### src/rtl/canvas_pkg.sv
// -----------------------------------------------------------------------------
// canvas_pkg
// Shared definitions for the canvas write engine and the scan-out colour path:
// canvas geometry, the canvas screen offset, pixel/address types, the rectangle
// writer state encoding and the 16-entry palette index enumeration.
// -----------------------------------------------------------------------------
package canvas_pkg;

    // Canvas geometry in pixels and its placement on the VGA screen.
    localparam int CANVAS_W      = 440;
    localparam int CANVAS_H      = 280;
    localparam int CANVAS_X0     = 100;
    localparam int CANVAS_Y0     = 100;
    localparam int CANVAS_ADDR_W = 17;

    typedef logic [3:0]               color_idx_t;
    typedef logic [CANVAS_ADDR_W-1:0] canvas_addr_t;

    // Rectangle writer sequencing.
    typedef enum logic [2:0] {
        ST_IDLE  = 3'd0,
        ST_ORDER = 3'd1,
        ST_CLIP  = 3'd2,
        ST_SETUP = 3'd3,
        ST_WRITE = 3'd4,
        ST_DONE  = 3'd5
    } wr_state_t;

    // Palette indices; plane 0 stores bits [1:0], plane 1 stores bits [3:2].
    typedef enum logic [3:0] {
        RED        = 4'd0,
        ORANGE     = 4'd1,
        YELLOW     = 4'd2,
        GREEN      = 4'd3,
        CYAN       = 4'd4,
        BLUE       = 4'd5,
        PURPLE     = 4'd6,
        PINK       = 4'd7,
        WHITE      = 4'd8,
        LIGHT_GRAY = 4'd9,
        GRAY       = 4'd10,
        DARK_GRAY  = 4'd11,
        BLACK      = 4'd12,
        TAN        = 4'd13,
        OLIVE      = 4'd14,
        BROWN      = 4'd15
    } palette_t;

endpackage

### src/rtl/rect_order_clip.sv
// -----------------------------------------------------------------------------
// rect_order_clip
// Purely combinational corner ordering, clamping and empty detection for a
// rectangle-fill command. The parent registers the ordered corners in one
// cycle and the clamped corners / empty flag in the next.
//
// Ports:
//   a_x, a_y, b_x, b_y   : the two inclusive corners, any order
//   lo_x, lo_y           : smaller coordinate of each axis
//   hi_x, hi_y           : larger coordinate of each axis
//   hi_x_clamped         : hi_x limited to CANVAS_W-1
//   hi_y_clamped         : hi_y limited to CANVAS_H-1
//   empty                : the low corner lies outside the canvas
// -----------------------------------------------------------------------------
module rect_order_clip
    import canvas_pkg::*;
#(
    parameter int CANVAS_W = canvas_pkg::CANVAS_W,
    parameter int CANVAS_H = canvas_pkg::CANVAS_H
) (
    input  logic [9:0] a_x,
    input  logic [9:0] a_y,
    input  logic [9:0] b_x,
    input  logic [9:0] b_y,
    output logic [9:0] lo_x,
    output logic [9:0] lo_y,
    output logic [9:0] hi_x,
    output logic [9:0] hi_y,
    output logic [9:0] hi_x_clamped,
    output logic [9:0] hi_y_clamped,
    output logic       empty
);

    localparam logic [9:0] X_LIM_C = 10'(CANVAS_W);
    localparam logic [9:0] Y_LIM_C = 10'(CANVAS_H);
    localparam logic [9:0] X_MAX_C = 10'(CANVAS_W - 1);
    localparam logic [9:0] Y_MAX_C = 10'(CANVAS_H - 1);

    // Unsigned swap of each axis so that lo <= hi.
    always_comb begin
        if (a_x <= b_x) begin
            lo_x = a_x;
            hi_x = b_x;
        end else begin
            lo_x = b_x;
            hi_x = a_x;
        end
        if (a_y <= b_y) begin
            lo_y = a_y;
            hi_y = b_y;
        end else begin
            lo_y = b_y;
            hi_y = a_y;
        end
    end

    // Clamp the far corner to the last canvas pixel; a low corner beyond the
    // canvas means nothing of the rectangle is visible.
    always_comb begin
        if (hi_x >= X_LIM_C) begin
            hi_x_clamped = X_MAX_C;
        end else begin
            hi_x_clamped = hi_x;
        end
        if (hi_y >= Y_LIM_C) begin
            hi_y_clamped = Y_MAX_C;
        end else begin
            hi_y_clamped = hi_y;
        end
        empty = (lo_x >= X_LIM_C) || (lo_y >= Y_LIM_C);
    end

endmodule

### src/rtl/canvas_rect_writer.sv
// -----------------------------------------------------------------------------
// canvas_rect_writer
// Write-side engine for the two 2-bit canvas RAM planes. Accepts one
// rectangle-fill command at a time, orders and clips its corners, then walks
// the rectangle in raster order issuing one RAM write per granted cycle.
//
// Ports:
//   Clk, Reset_n         : clock (rising edge) and async active-low reset
//   cmd_valid/cmd_ready  : command handshake; ready only while idle
//   cmd_x0..cmd_y1       : inclusive corners, canvas relative, any order
//   cmd_color            : palette index
//   abort                : cancel the running command (ignored when idle)
//   wr_grant             : canvas RAM port available this cycle
//   wr_en, wr_addr       : RAM write strobe and address (y*CANVAS_W + x)
//   ramIn, ramIn2        : plane-0 / plane-1 data (colour bits [1:0] / [3:2])
//   busy                 : engine not idle
//   done                 : one-cycle pulse after the last pixel is written
// -----------------------------------------------------------------------------
module canvas_rect_writer
    import canvas_pkg::*;
#(
    parameter int CANVAS_W = canvas_pkg::CANVAS_W,
    parameter int CANVAS_H = canvas_pkg::CANVAS_H,
    parameter int ADDR_W   = canvas_pkg::CANVAS_ADDR_W
) (
    input  logic              Clk,
    input  logic              Reset_n,
    input  logic              cmd_valid,
    output logic              cmd_ready,
    input  logic [9:0]        cmd_x0,
    input  logic [9:0]        cmd_y0,
    input  logic [9:0]        cmd_x1,
    input  logic [9:0]        cmd_y1,
    input  logic [3:0]        cmd_color,
    input  logic              abort,
    input  logic              wr_grant,
    output logic              wr_en,
    output logic [ADDR_W-1:0] wr_addr,
    output logic [1:0]        ramIn,
    output logic [1:0]        ramIn2,
    output logic              busy,
    output logic              done
);

    localparam logic [ADDR_W-1:0] ROW_STEP_C = ADDR_W'(CANVAS_W);
    localparam logic [ADDR_W-1:0] ADDR_ONE_C = ADDR_W'(1'b1);

    wr_state_t         state_r;
    logic [9:0]        x0_r;
    logic [9:0]        y0_r;
    logic [9:0]        x1_r;
    logic [9:0]        y1_r;
    logic [9:0]        cx_r;
    logic [9:0]        cy_r;
    color_idx_t        color_r;
    logic [ADDR_W-1:0] row_base_r;
    logic [ADDR_W-1:0] wr_addr_r;
    logic              done_r;

    logic [ADDR_W-1:0] row_base_s;
    logic [ADDR_W-1:0] next_row_s;
    logic [9:0]        lo_x_s;
    logic [9:0]        lo_y_s;
    logic [9:0]        hi_x_s;
    logic [9:0]        hi_y_s;
    logic [9:0]        hi_x_clamped_s;
    logic [9:0]        hi_y_clamped_s;
    logic              empty_s;
    logic              abort_s;
    logic              wr_en_s;

    rect_order_clip #(
        .CANVAS_W (CANVAS_W),
        .CANVAS_H (CANVAS_H)
    ) u_order_clip (
        .a_x          (x0_r),
        .a_y          (y0_r),
        .b_x          (x1_r),
        .b_y          (y1_r),
        .lo_x         (lo_x_s),
        .lo_y         (lo_y_s),
        .hi_x         (hi_x_s),
        .hi_y         (hi_y_s),
        .hi_x_clamped (hi_x_clamped_s),
        .hi_y_clamped (hi_y_clamped_s),
        .empty        (empty_s)
    );

    // y0 * CANVAS_W as a sum of shifted copies of y0, one per set bit of the
    // constant width, so synthesis builds a small adder tree.
    always_comb begin
        row_base_s = '0;
        for (int i = 0; i < 11; i++) begin
            if (CANVAS_W[i]) begin
                row_base_s = row_base_s + (ADDR_W'(y0_r) << i);
            end else begin
                row_base_s = row_base_s;
            end
        end
    end

    // Start of the next raster row; used when the column counter wraps.
    always_comb begin
        next_row_s = row_base_r + ROW_STEP_C;
    end

    // Abort only matters while a command is running; a write is suppressed in
    // the abort cycle even if the RAM port is granted.
    always_comb begin
        abort_s = abort && (state_r != ST_IDLE);
        wr_en_s = (state_r == ST_WRITE) && wr_grant && !abort;
    end

    // Command sequencer: latch, order, clip, set up addressing, walk pixels.
    always_ff @(posedge Clk or negedge Reset_n) begin
        if (!Reset_n) begin
            state_r    <= ST_IDLE;
            x0_r       <= 10'd0;
            y0_r       <= 10'd0;
            x1_r       <= 10'd0;
            y1_r       <= 10'd0;
            cx_r       <= 10'd0;
            cy_r       <= 10'd0;
            color_r    <= 4'd0;
            row_base_r <= '0;
            wr_addr_r  <= '0;
            done_r     <= 1'b0;
        end else begin
            done_r <= 1'b0;
            if (abort_s) begin
                state_r <= ST_IDLE;
            end else begin
                case (state_r)
                    ST_IDLE: begin
                        if (cmd_valid) begin
                            x0_r    <= cmd_x0;
                            y0_r    <= cmd_y0;
                            x1_r    <= cmd_x1;
                            y1_r    <= cmd_y1;
                            color_r <= cmd_color;
                            state_r <= ST_ORDER;
                        end
                    end
                    ST_ORDER: begin
                        x0_r    <= lo_x_s;
                        y0_r    <= lo_y_s;
                        x1_r    <= hi_x_s;
                        y1_r    <= hi_y_s;
                        state_r <= ST_CLIP;
                    end
                    ST_CLIP: begin
                        // Corners are already ordered, so the clip block sees
                        // them unchanged and only clamps / flags emptiness.
                        if (empty_s) begin
                            done_r  <= 1'b1;
                            state_r <= ST_DONE;
                        end else begin
                            x1_r    <= hi_x_clamped_s;
                            y1_r    <= hi_y_clamped_s;
                            state_r <= ST_SETUP;
                        end
                    end
                    ST_SETUP: begin
                        row_base_r <= row_base_s;
                        wr_addr_r  <= row_base_s + ADDR_W'(x0_r);
                        cx_r       <= x0_r;
                        cy_r       <= y0_r;
                        state_r    <= ST_WRITE;
                    end
                    ST_WRITE: begin
                        if (wr_en_s) begin
                            if (cx_r != x1_r) begin
                                cx_r      <= cx_r + 10'd1;
                                wr_addr_r <= wr_addr_r + ADDR_ONE_C;
                            end else if (cy_r != y1_r) begin
                                cx_r       <= x0_r;
                                cy_r       <= cy_r + 10'd1;
                                row_base_r <= next_row_s;
                                wr_addr_r  <= next_row_s + ADDR_W'(x0_r);
                            end else begin
                                done_r  <= 1'b1;
                                state_r <= ST_DONE;
                            end
                        end
                    end
                    ST_DONE: begin
                        state_r <= ST_IDLE;
                    end
                    default: begin
                        state_r <= ST_IDLE;
                    end
                endcase
            end
        end
    end

    assign cmd_ready = (state_r == ST_IDLE);
    assign busy      = (state_r != ST_IDLE);
    assign wr_en     = wr_en_s;
    assign wr_addr   = wr_addr_r;
    assign ramIn     = color_r[1:0];
    assign ramIn2    = color_r[3:2];
    assign done      = done_r;

endmodule

### config.mk
export PLATFORM = sky130hd
export DESIGN_NAME = canvas_rect_writer
export DESIGN_NICKNAME = d
export VERILOG_FILES = /design/src/rtl/canvas_pkg.sv /design/src/rtl/rect_order_clip.sv /design/src/rtl/canvas_rect_writer.sv
export SDC_FILE = /design/constraint.sdc
export NUM_CORES = 1
export LEC_CHECK = 0
export BUFFER_PORTS_ARGS = -buffer_cell sky130_fd_sc_hd__buf_2
export CORE_ASPECT_RATIO = 0.7
export CORE_MARGIN = 2
export CORE_UTILIZATION = 61
export CTS_BUF_LIST = sky130_fd_sc_hd__clkbuf_16
export DETAILED_ROUTE_END_ITERATION = 16
export PLACE_DENSITY_LB_ADDON = 0.25
export SYNTH_ARGS = -nofsm -noshare
export SYNTH_HDL_FRONTEND = slang
export SYNTH_SLANG_ARGS = --single-unit
### constraint.sdc
create_clock -name Clk -period 6.4 [get_ports Clk]
set_clock_uncertainty 0.1 [all_clocks]
set_input_delay 1.28 -clock Clk [delete_from_list [all_inputs] [get_ports Clk]]
set_output_delay 1.28 -clock Clk [all_outputs]
set_load 0.01 [all_outputs]
==> results.txt, run 1 <==
----------------------------------------------------
[Setup path]
  CP peak stage delay ... 550 ps
  Cell repeated most along the worst path ... fa_1
  Crit path arrival time ... 5110 ps
  Category of the critical setup timing path ... reg -> reg
  CP Buf/Inv Count ... 2
  CP Max Fanout ... 6
  Crit start category ... register
  Kind of end point of the critical path ... register
  Worst path cell trace ... inv_1 -> fa_1 -> inv_1 -> fa_1 -> fa_1 -> fa_1 -> xor2_1 -> ha_1 -> or3_1 -> or2_2 -> o311a_1 -> nand4_1 -> a211oi_1 -> xnor2_1 -> a21oi_1 -> a22o_1
  Family with the most delay on the worst path ... adder cells
  Worst path required time ... 6550 ps
  Master of the slowest instance on the critical path ... fa_1

[Clock tree]
  Total number of H-tree levels ... 3
  Number of setup buffers added after CTS ... 0
  CTS tree ... yes
  Hold_buf cts ... 0
  Sink count of the clock tree ... 99
  Max Buffers Root-to-Sink ... 2
  Post_cts resized ... 0
  Root Driver ... clkbuf_16
  Number of buffers created by CTS ... 9
  Worst skew pair latency ... 360 ps
  Worst-path clk slew ... 80 ps

[Yosys]
  Yosys Warn Count ... 0
  Syn Inst Count ... 1039
  Library cell occupying the most area in the post-synthesis netlist ... dfrtp_1
  Cell types with the largest area share after synthesis ... dfrtp_1 (29%), ha_1 (8.6%), a21oi_1 (6.2%)
  Count of unique library cells instantiated by Yosys ... 61
  Fraction of synthesized cell area taken by the top area cell type ... 29.3%
  Flops & latches, synth ... 99
  Cell area after technology mapping ... 0.00844 mm²
  Most numerous cell types in the synthesized netlist ... nor2_1 (120), a21oi_1 (105), dfrtp_1 (99), o21ai_0 (86), inv_1 (82)
  Most repeated cell in the gate-level netlist after synthesis ... nor2_1
  Post-synthesis async set-or-reset flop share ... 100%
  Most used flip-flop cell after synthesis ... dfrtp_1
  Sequential element share of the synthesized area ... 29.3%
  Number of flops mapped to enable cells by yosys ... 0
  Synthesized Nets ... 1170
  Average size of a mapped cell ... 8.13 µm²

[Die]
  Number of top-level pins ... 74
  Row count ... 35
  Core region area ... 0.0134 mm²
  DIE HEIGHT ... 102 µm
  Die Span X ... 145 µm
  Die Footprint ... 0.0148 mm²
  Initial Util ... 63.2%

[Layout]
  Share of layout cells above drive strength 1 ... 11.6%
  Antenna fix cells ... 0
  Fin nets ... 1219
  Final std cell area, no fill ... 0.00928 mm²
  P&R area growth vs syn ... 9.93%

[Placement]
  Port-buffer cells ... 73
  Final HPWL from detailed placement ... 17000 µm
  Routability cong. ... 0.935
  Placed cell areas ... 0.00899 mm²

[GRT]
  Global-route wire length before repair ... 39200 µm
  Pin count of the biggest net entering global routing ... 57
  Grt ovf ... 0
  Initial antenna violation count ... 0
  Number of global-route vias before repair ... 7774
  Total track usage ... 33.9%

[STA]
  Worst Tran Pin Value ... 1050 ps
  RSZ-0062 raised after global routing ... no
  Number of pins with negative max-slew slack in the final report ... 0
  Maximum achievable frequency ... 202 MHz
  Hold violation total from the final report ... 0
  Clock period minus worst slack ... 4950 ps
  Worst-case headroom to the max-slew limit ... 29.9%
  Share of the clock period used by the worst path after layout ... 77.4%
  Final Setup Violations ... 0
  Setup TNS after final layout ... 0 ps

[Route]
  Via density per instance ... 6.38
  Total wire length ... 23600 µm
  Number of routed nets with antenna violations ... 0
  Number of DRC violations after detailed routing ... 0
  Wire length per cell ... 18.5 µm
  Pre-Repair DR Iteration Count ... 7
  Count of routing violations after the opening detailed-route iteration ... 676
  Number of vias after detailed routing ... 8157

[Job]
  Max_cap viols ... 0

[Hold path]
  Hold Crit Class ... reg -> reg

[Status]
  Outcome ... completed

----------------------------------------------------
==> per-layer routing <==
| layer | GRT usage, % | vias to the layer above | share of wire [%] |
|---|---|---|---|
| li1 | - | 3799 | - |
| met2 | 51.8 | 417 | 44 |
| met3 | 8.67 | 49 | 10 |
| met1 | 48.2 | 3892 | 44 |
| met4 | 9.56 | 0 | 2.0 |
| met5 | 0 | - | 0 |
==> placed cells by master (no fill, tap or decap), types with 26 or more instances in the layout <==
master   instances
inv_1           82
nor3_1          26
nand3_1         31
xor2_1          29
a21oi_1        104
buf_2           72
o21ai_0         86
xnor2_1         35
nor2_1         119
dfrtp_1         99
nand2_1         69
ha_1            58
==> worst paths after layout <==
kind | start | to | slack, ps | cells after the start
max reg2reg | y0_r[1]$_DFFE_PN0P_ | wr_addr[16]$_DFFE_PN0P_ | 1450 | 16
min in group asynchronous | Reset_n | state_r[1]$_DFFE_PN0P_ | 820 | 1
max in group asynchronous | Reset_n | y0_r[8]$_DFFE_PN0P_ | 4160 | 2
min reg2reg | color_r[3]$_DFFE_PN0P_ | color_r[3]$_DFFE_PN0P_ | 410 | 1
min | color_r[3]$_DFFE_PN0P_ | color_r[3]$_DFFE_PN0P_ | 410 | 1
max | y0_r[1]$_DFFE_PN0P_ | wr_addr[16]$_DFFE_PN0P_ | 1450 | 16
==> stage by stage <==
stage          hold WS [ps]  setup slack [ps]  instances  util [%]
2_1_floorplan           369              1820       1039         -
3_3_place_gp            384              1630       1262      67.3
3_5_place_dp            390              1480       1262      67.3
4_1_cts                 409              1470       1278      69.5
5_1_grt                 441              1180       1278      69.5
6_report                406              1450       1278      69.5
==> worst register-to-register path: stages, from the launching register on <==
cell      delay, ps
dfrtp_1         490
inv_1           200
fa_1            550
inv_1            60
fa_1            470
fa_1            530
fa_1            490
xor2_1          180
ha_1            200
or3_1           410
or2_2           290
o311a_1         170
nand4_1         180
a211oi_1         80
xnor2_1         150
a21oi_1          80
a22o_1          210
==> area by class of cell <==
| cell class | instances | area (µm²) |
|---|---|---|
| Clock buffer | 9 | 225 |
| Clock inverter | 7 | 70.1 |
| Fill cell | 1122 | 4070 |
| Inverter | 82 | 308 |
| Multi-Input combinational cell | 812 | 5520 |
| Sequential cell | 99 | 2480 |
| Tap cell | 185 | 231 |
| Timing Repair Buffer | 84 | 450 |
==> cell families (layout without fill, tap and decap cells) <==
| kind of cell | count (synthesis) | count (layout) | share of synthesized area, % |
|---|---|---|---|
| compound gates | 325 | 325 | 23.8 |
| mux | 22 | 22 | 2.70 |
| fa+ha+maj | 83 | 83 | 14.4 |
| xor+xnor | 64 | 64 | 6.64 |
| buf+inv | 128 | 182 | 5.79 |
| flops | 99 | 99 | 29.3 |
| simple gates | 318 | 318 | 17.3 |
==> flip-flops by register name (all words and copies together), names as in the netlist <==
signal and count:
color_r 4, wr_addr 17, x1_r 10, x0_r 10, y0_r 10, y1_r 10
done 1, state_r 3, row_base_r 14, cy_r 10, cx_r 10
Power of run 1 is not shown: default switching activity piles up to over one toggle a cycle in this logic, so the estimate is an artifact.
==> inputs of run 2 (changes only) <==
Settings changed: CORE_UTILIZATION 61 to 56.
Clock period 6.4 ns to 4.2 ns, I/O delays scaled along.
==> run 2 against run 1 <==
Against the previous run: the run now ends with negative setup slack left; count of clock-buffer cells in the layout unchanged; via count decreased by 0.13%; worst hold slack worse by 1.7 ps; utilization is 2.8 points lower; critical path depth shrank 1; worst setup slack got worse by 1600 ps; die area is 8.6% higher; sequential share of layout area shrank 1.4 points; register-to-register slack got worse by 1600 ps; cell count up 4.2%; maximum frequency is 14% higher; critical path type unchanged.
==> results.txt, run 2 (synthesis results as in run 1) <==
----------------------------------------------------
[Route]
  Wire length per cell ... 18.0 µm
  Number of DRC violations after detailed routing ... 0
  Pre-Repair DR Iteration Count ... 5
  Total wire length ... 24000 µm
  Number of routed nets with antenna violations ... 0
  Number of vias after detailed routing ... 8146
  Via density per instance ... 6.12
  Count of routing violations after the opening detailed-route iteration ... 607

[Die]
  Die Span X ... 151 µm
  Core region area ... 0.0147 mm²
  DIE HEIGHT ... 107 µm
  Initial Util ... 57.4%
  Die Footprint ... 0.0161 mm²
  Number of top-level pins ... 74
  Row count ... 37

[STA]
  Hold violation total from the final report ... 0
  Worst-case headroom to the max-slew limit ... 37.8%
  Maximum achievable frequency ... 231 MHz
  Final Setup Violations ... 4
  Number of pins with negative max-slew slack in the final report ... 0
  Worst hold slack across all endpoints ... 404 ps
  Clock period minus worst slack ... 4330 ps
  Worst Tran Pin Value ... 930 ps
  Share of the clock period used by the worst path after layout ... 103%
  Worst-case setup margin in the final layout ... -134 ps
  RSZ-0062 raised after global routing ... yes

[Layout]
  Footprint of the flip-flops and latches ... 0.00248 mm²
  Share of the core filled with cells in the final layout ... 66.7%
  Antenna fix cells ... 0
  Final std cell area, no fill ... 0.00982 mm²
  Leading cell type in the layout, fill and taps excluded ... nor2_1
  P&R area growth vs syn ... 16.3%
  Multi-input gate area ... 0.00568 mm²
  Share of layout cells above drive strength 1 ... 17.7%
  Max reg flops ... 17
  Fill count ... 1236
  Fin nets ... 1263
  Commonest non-fill, non-tap cells in the layout ... nor2_1 (119), a21oi_1 (103), dfrtp_1 (95)

[Setup path]
  Crit path arrival time ... 4490 ps
  CP Buf/Inv Count ... 2
  Crit start category ... register
  CP Max Fanout ... 3
  Worst path cell trace ... inv_4 -> fa_1 -> inv_1 -> fa_1 -> fa_1 -> fa_2 -> ha_4 -> or3_4 -> or2_4 -> o311a_4 -> nand4_1 -> a211oi_2 -> xnor2_1 -> a21oi_1 -> a22o_1
  Family with the most delay on the worst path ... adder cells
  Kind of end point of the critical path ... register
  Cell repeated most along the worst path ... fa_1
  CP peak stage delay ... 560 ps
  Slack of the worst reg-to-reg path ... -130 ps
  Master of the slowest instance on the critical path ... fa_1
  Worst path required time ... 4350 ps
  Category of the critical setup timing path ... reg -> reg

[GRT]
  Total track usage ... 31.2%
  Initial antenna violation count ... 0
  Global-route wire length before repair ... 39500 µm
  Number of global-route vias before repair ... 7830
  Pin count of the biggest net entering global routing ... 100
  Grt ovf ... 0

[Clock tree]
  Worst-path clk slew ... 80 ps
  Root Driver ... clkbuf_16
  Number of buffers created by CTS ... 9
  Hold_buf cts ... 0
  CTS tree ... yes
  Max Buffers Root-to-Sink ... 2
  Sink count of the clock tree ... 99
  Total number of H-tree levels ... 3
  Worst skew pair latency ... 370 ps

[Placement]
  Port-buffer cells ... 73
  Final HPWL from detailed placement ... 17800 µm
  Placed cell areas ... 0.00938 mm²
  Routability cong. ... 0.990
  Setup slack at placement ... -157 ps

[Job]
  Max_cap viols ... 0

[Hold path]
  Hold Crit Class ... reg -> reg

[Status]
  Violations in the final reports ... negative setup slack
  Outcome ... finished with violations

----------------------------------------------------
[run 2: changes by cell type in the layout (fill, tap and decap cells not counted), moves of 4 or more]
cell	change
ha_4	+6
dfrtp_2	+4
inv_1	-4
o21ai_0	-7
dfrtp_1	-4
o21ai_1	+7
ha_1	-6
buf_4	+41
[run 2: routing by layer]
| layer | track usage, % | up-vias | part of all wire (%) |
|---|---|---|---|
| met5 | 0 | - | 0 |
| met4 | 6.88 | 0 | 1.1 |
| met3 | 7.19 | 20 | 9.1 |
| met2 | 49.5 | 327 | 45 |
| met1 | 43.8 | 3896 | 45 |
| li1 | - | 3903 | - |
[run 2: stage by stage]
stage                     cells  setup TNS (ps)
after floorplan            1039           -24.1
after global placement     1311           -22.9
after detailed placement   1311            -552
after CTS                  1330            -481
after global routing       1332           -1100
final                      1332            -345
[run 2: final timing paths]
path	startpoint	endpoint	depth (start not counted)
max	y0_r[0]$_DFFE_PN0P_	wr_addr[16]$_DFFE_PN0P_	15
max reg2reg	y0_r[0]$_DFFE_PN0P_	wr_addr[16]$_DFFE_PN0P_	15
min reg2reg	color_r[3]$_DFFE_PN0P_	color_r[3]$_DFFE_PN0P_	1
max in group asynchronous	Reset_n	y0_r[2]$_DFFE_PN0P_	2
min in group asynchronous	Reset_n	y1_r[2]$_DFFE_PN0P_	2
min	color_r[3]$_DFFE_PN0P_	color_r[3]$_DFFE_PN0P_	1
[run 2: repair_timing]
action	CTS	global route
cloned	0	0
endpoints found under the setup margin	6	9
pin swaps	5	13
setup buffers	3	2
gates resized for setup	7	20
[run 2: cell type report]
type | instances | share of cell area [%]
Clock buffer | 9 | 2.29
Inverter | 82 | 3.21
Multi-Input combinational cell | 812 | 57.9
Timing Repair Buffer | 128 | 8.25
Tap cell | 195 | 2.49
Sequential cell | 99 | 25.3
Clock inverter | 7 | 0.625
Power of run 2 is left out for the same reason.
==> inputs of run 3 (changes only) <==
==> constraint.sdc (replaced) <==
create_clock -name Clk -period 4.2 [get_ports Clk]
set_clock_uncertainty 0.1 [all_clocks]
set_input_delay 0.63 -clock Clk [delete_from_list [all_inputs] [get_ports Clk]]
set_output_delay 0.63 -clock Clk [all_outputs]
set_load 0.01 [all_outputs]
==> run 3 against run 2 <==
Against the previous run: the run still ends with negative setup slack left; cell count grew 0.23%; critical path depth did not move; count of clock-buffer cells in the layout stayed put; global-route usage up 0.42 points; maximum frequency is 2.0% higher; sequential share of layout area fell by 0.19 points; worst setup slack better by 86 ps; sequential cell count unchanged; non-clock buffer count increased by 3; wire length increased by 1.8%; worst hold slack got worse by 250 ps; register-to-register slack better by 90 ps.
==> results.txt, run 3 (synthesis results as in run 1) <==
----------------------------------------------------
[Clock tree]
  Number of buffers created by CTS ... 9
  Root Driver ... clkbuf_16
  Worst skew pair latency ... 360 ps
  Sink count of the clock tree ... 99
  Hold_buf cts ... 0
  Total number of H-tree levels ... 3
  Worst-path clk slew ... 80 ps
  Max Buffers Root-to-Sink ... 2
  CTS tree ... yes

[Layout]
  Commonest non-fill, non-tap cells in the layout ... nor2_1 (118), a21oi_1 (103), dfrtp_1 (95)
  Max reg flops ... 17
  Share of layout cells above drive strength 1 ... 18.1%
  Fin nets ... 1266
  P&R area growth vs syn ... 17.1%
  Antenna fix cells ... 0
  Leading cell type in the layout, fill and taps excluded ... nor2_1
  Share of the core filled with cells in the final layout ... 67.2%

[STA]
  Worst-case headroom to the max-slew limit ... 31.3%
  Share of the clock period used by the worst path after layout ... 101%
  Worst-case setup margin in the final layout ... -48.2 ps
  RSZ-0062 raised after global routing ... yes
  Maximum achievable frequency ... 235 MHz
  Worst hold slack across all endpoints ... 159 ps
  Number of pins with negative max-slew slack in the final report ... 0
  Setup TNS after final layout ... -91.1 ps
  Hold violation total from the final report ... 0
  Clock period minus worst slack ... 4250 ps
  Worst Tran Pin Value ... 1030 ps
  Final Setup Violations ... 3

[Route]
  Highest metal layer with signal wires ... met4
  Number of DRC violations after detailed routing ... 0
  Pre-Repair DR Iteration Count ... 5
  Total wire length ... 24400 µm
  Count of routing violations after the opening detailed-route iteration ... 668
  Via density per instance ... 6.14
  Met3 wire length ... 2100 µm
  Number of vias after detailed routing ... 8192
  Number of routed nets with antenna violations ... 0
  Wire length per cell ... 18.3 µm
  Met2 WL post-DR ... 10700 µm
  Detailed-routing wirelength on met1 ... 11200 µm

[Setup path]
  CP Max Fanout ... 3
  Slack of the worst reg-to-reg path ... -50 ps
  Kind of end point of the critical path ... register
  Family with the most delay on the worst path ... adder cells
  CP peak stage delay ... 550 ps
  Cell repeated most along the worst path ... fa_1
  Category of the critical setup timing path ... reg -> reg
  Crit path arrival time ... 4400 ps
  Worst path required time ... 4360 ps
  Master of the slowest instance on the critical path ... fa_1
  Crit start category ... register
  Worst path cell trace ... inv_4 -> fa_1 -> inv_1 -> fa_1 -> fa_1 -> fa_2 -> ha_4 -> or3_4 -> or2_4 -> o311a_4 -> nand4_1 -> a211oi_2 -> xnor2_1 -> a21oi_1 -> a22o_1
  CP Buf/Inv Count ... 2

[GRT]
  Number of global-route vias before repair ... 7962
  Global-route wire length before repair ... 40200 µm
  Total track usage ... 31.6%
  Initial antenna violation count ... 0
  Pin count of the biggest net entering global routing ... 48
  Grt ovf ... 0

[Placement]
  Final HPWL from detailed placement ... 18100 µm
  Port-buffer cells ... 73
  Routability cong. ... 0.977

[Status]
  Outcome ... finished with violations
  Violations in the final reports ... negative setup slack

[Die]
  Initial Util ... 57.4%
  Row count ... 37
  Die Footprint ... 0.0161 mm²
  Die Span X ... 151 µm
  Number of top-level pins ... 74
  DIE HEIGHT ... 107 µm
  Core region area ... 0.0147 mm²

[Job]
  Max_cap viols ... 0

[Hold path]
  Hold Crit Class ... in -> async

----------------------------------------------------
run 3: changes by cell type in the layout (fill, tap and decap cells not counted), sizes merged:
cell / delta
bufinv: +2
clkinvlp: +1
clkinv: -3
buf: +3
run 3: layer usage:
| layer | track usage [%] | vias up |
|---|---|---|
| li1 | - | 3888 |
| met1 | 45.6 | 3947 |
| met2 | 48.4 | 319 |
| met3 | 6.89 | 38 |
| met4 | 8.28 | 0 |
| met5 | 0 | - |
run 3: final timing paths:
path	depth (start not counted)	start	end
max	15	y0_r[0]$_DFFE_PN0P_	wr_addr[16]$_DFFE_PN0P_
min	1	Reset_n	color_r[3]$_DFFE_PN0P_
max reg2reg	15	y0_r[0]$_DFFE_PN0P_	wr_addr[16]$_DFFE_PN0P_
min reg2reg	1	color_r[1]$_DFFE_PN0P_	color_r[1]$_DFFE_PN0P_
max in group asynchronous	2	Reset_n	wr_addr[10]$_DFFE_PN0P_
min in group Clk	2	abort	state_r[2]$_DFFE_PN0P_
run 3: worst register-to-register path: cells and delay by family, from the launching register on:
kind / cells / cell delay [ps]
compound gates: 4 / 470
xor+xnor: 1 / 140
fa+ha+maj: 5 / 2180
buf+inv: 2 / 100
flops: 1 / 390
simple gates: 3 / 770
run 3: repair_timing:
| item | CTS | global route |
|---|---|---|
| pin swaps | 3 | 15 |
| setup buffers | 1 | 4 |
| setup endpoints to repair | 5 | 10 |
| gates resized for setup | 5 | 22 |
run 3: area by class of cell:
cell class | instances | area (µm²)
clock buffers | 9 | 225
clock inverters | 7 | 108
fillers | 1227 | 4830
inverters | 82 | 313
multi-input cells | 812 | 5700
flip-flops and latches | 99 | 2480
well taps | 195 | 244
repair buffers | 131 | 820
run 3: through the flow:
stage          std cells  cell area, µm²  setup WS [ps]
3_5_place_dp        1314            9390           -110
4_1_cts             1331            9740          -82.3
6_report            1335            9890          -48.2
5_1_grt             1335            9890           -283
2_1_floorplan       1039            8520          -24.1
3_3_place_gp        1314            9390          -19.2
Power of run 3 is left out for the same reason.
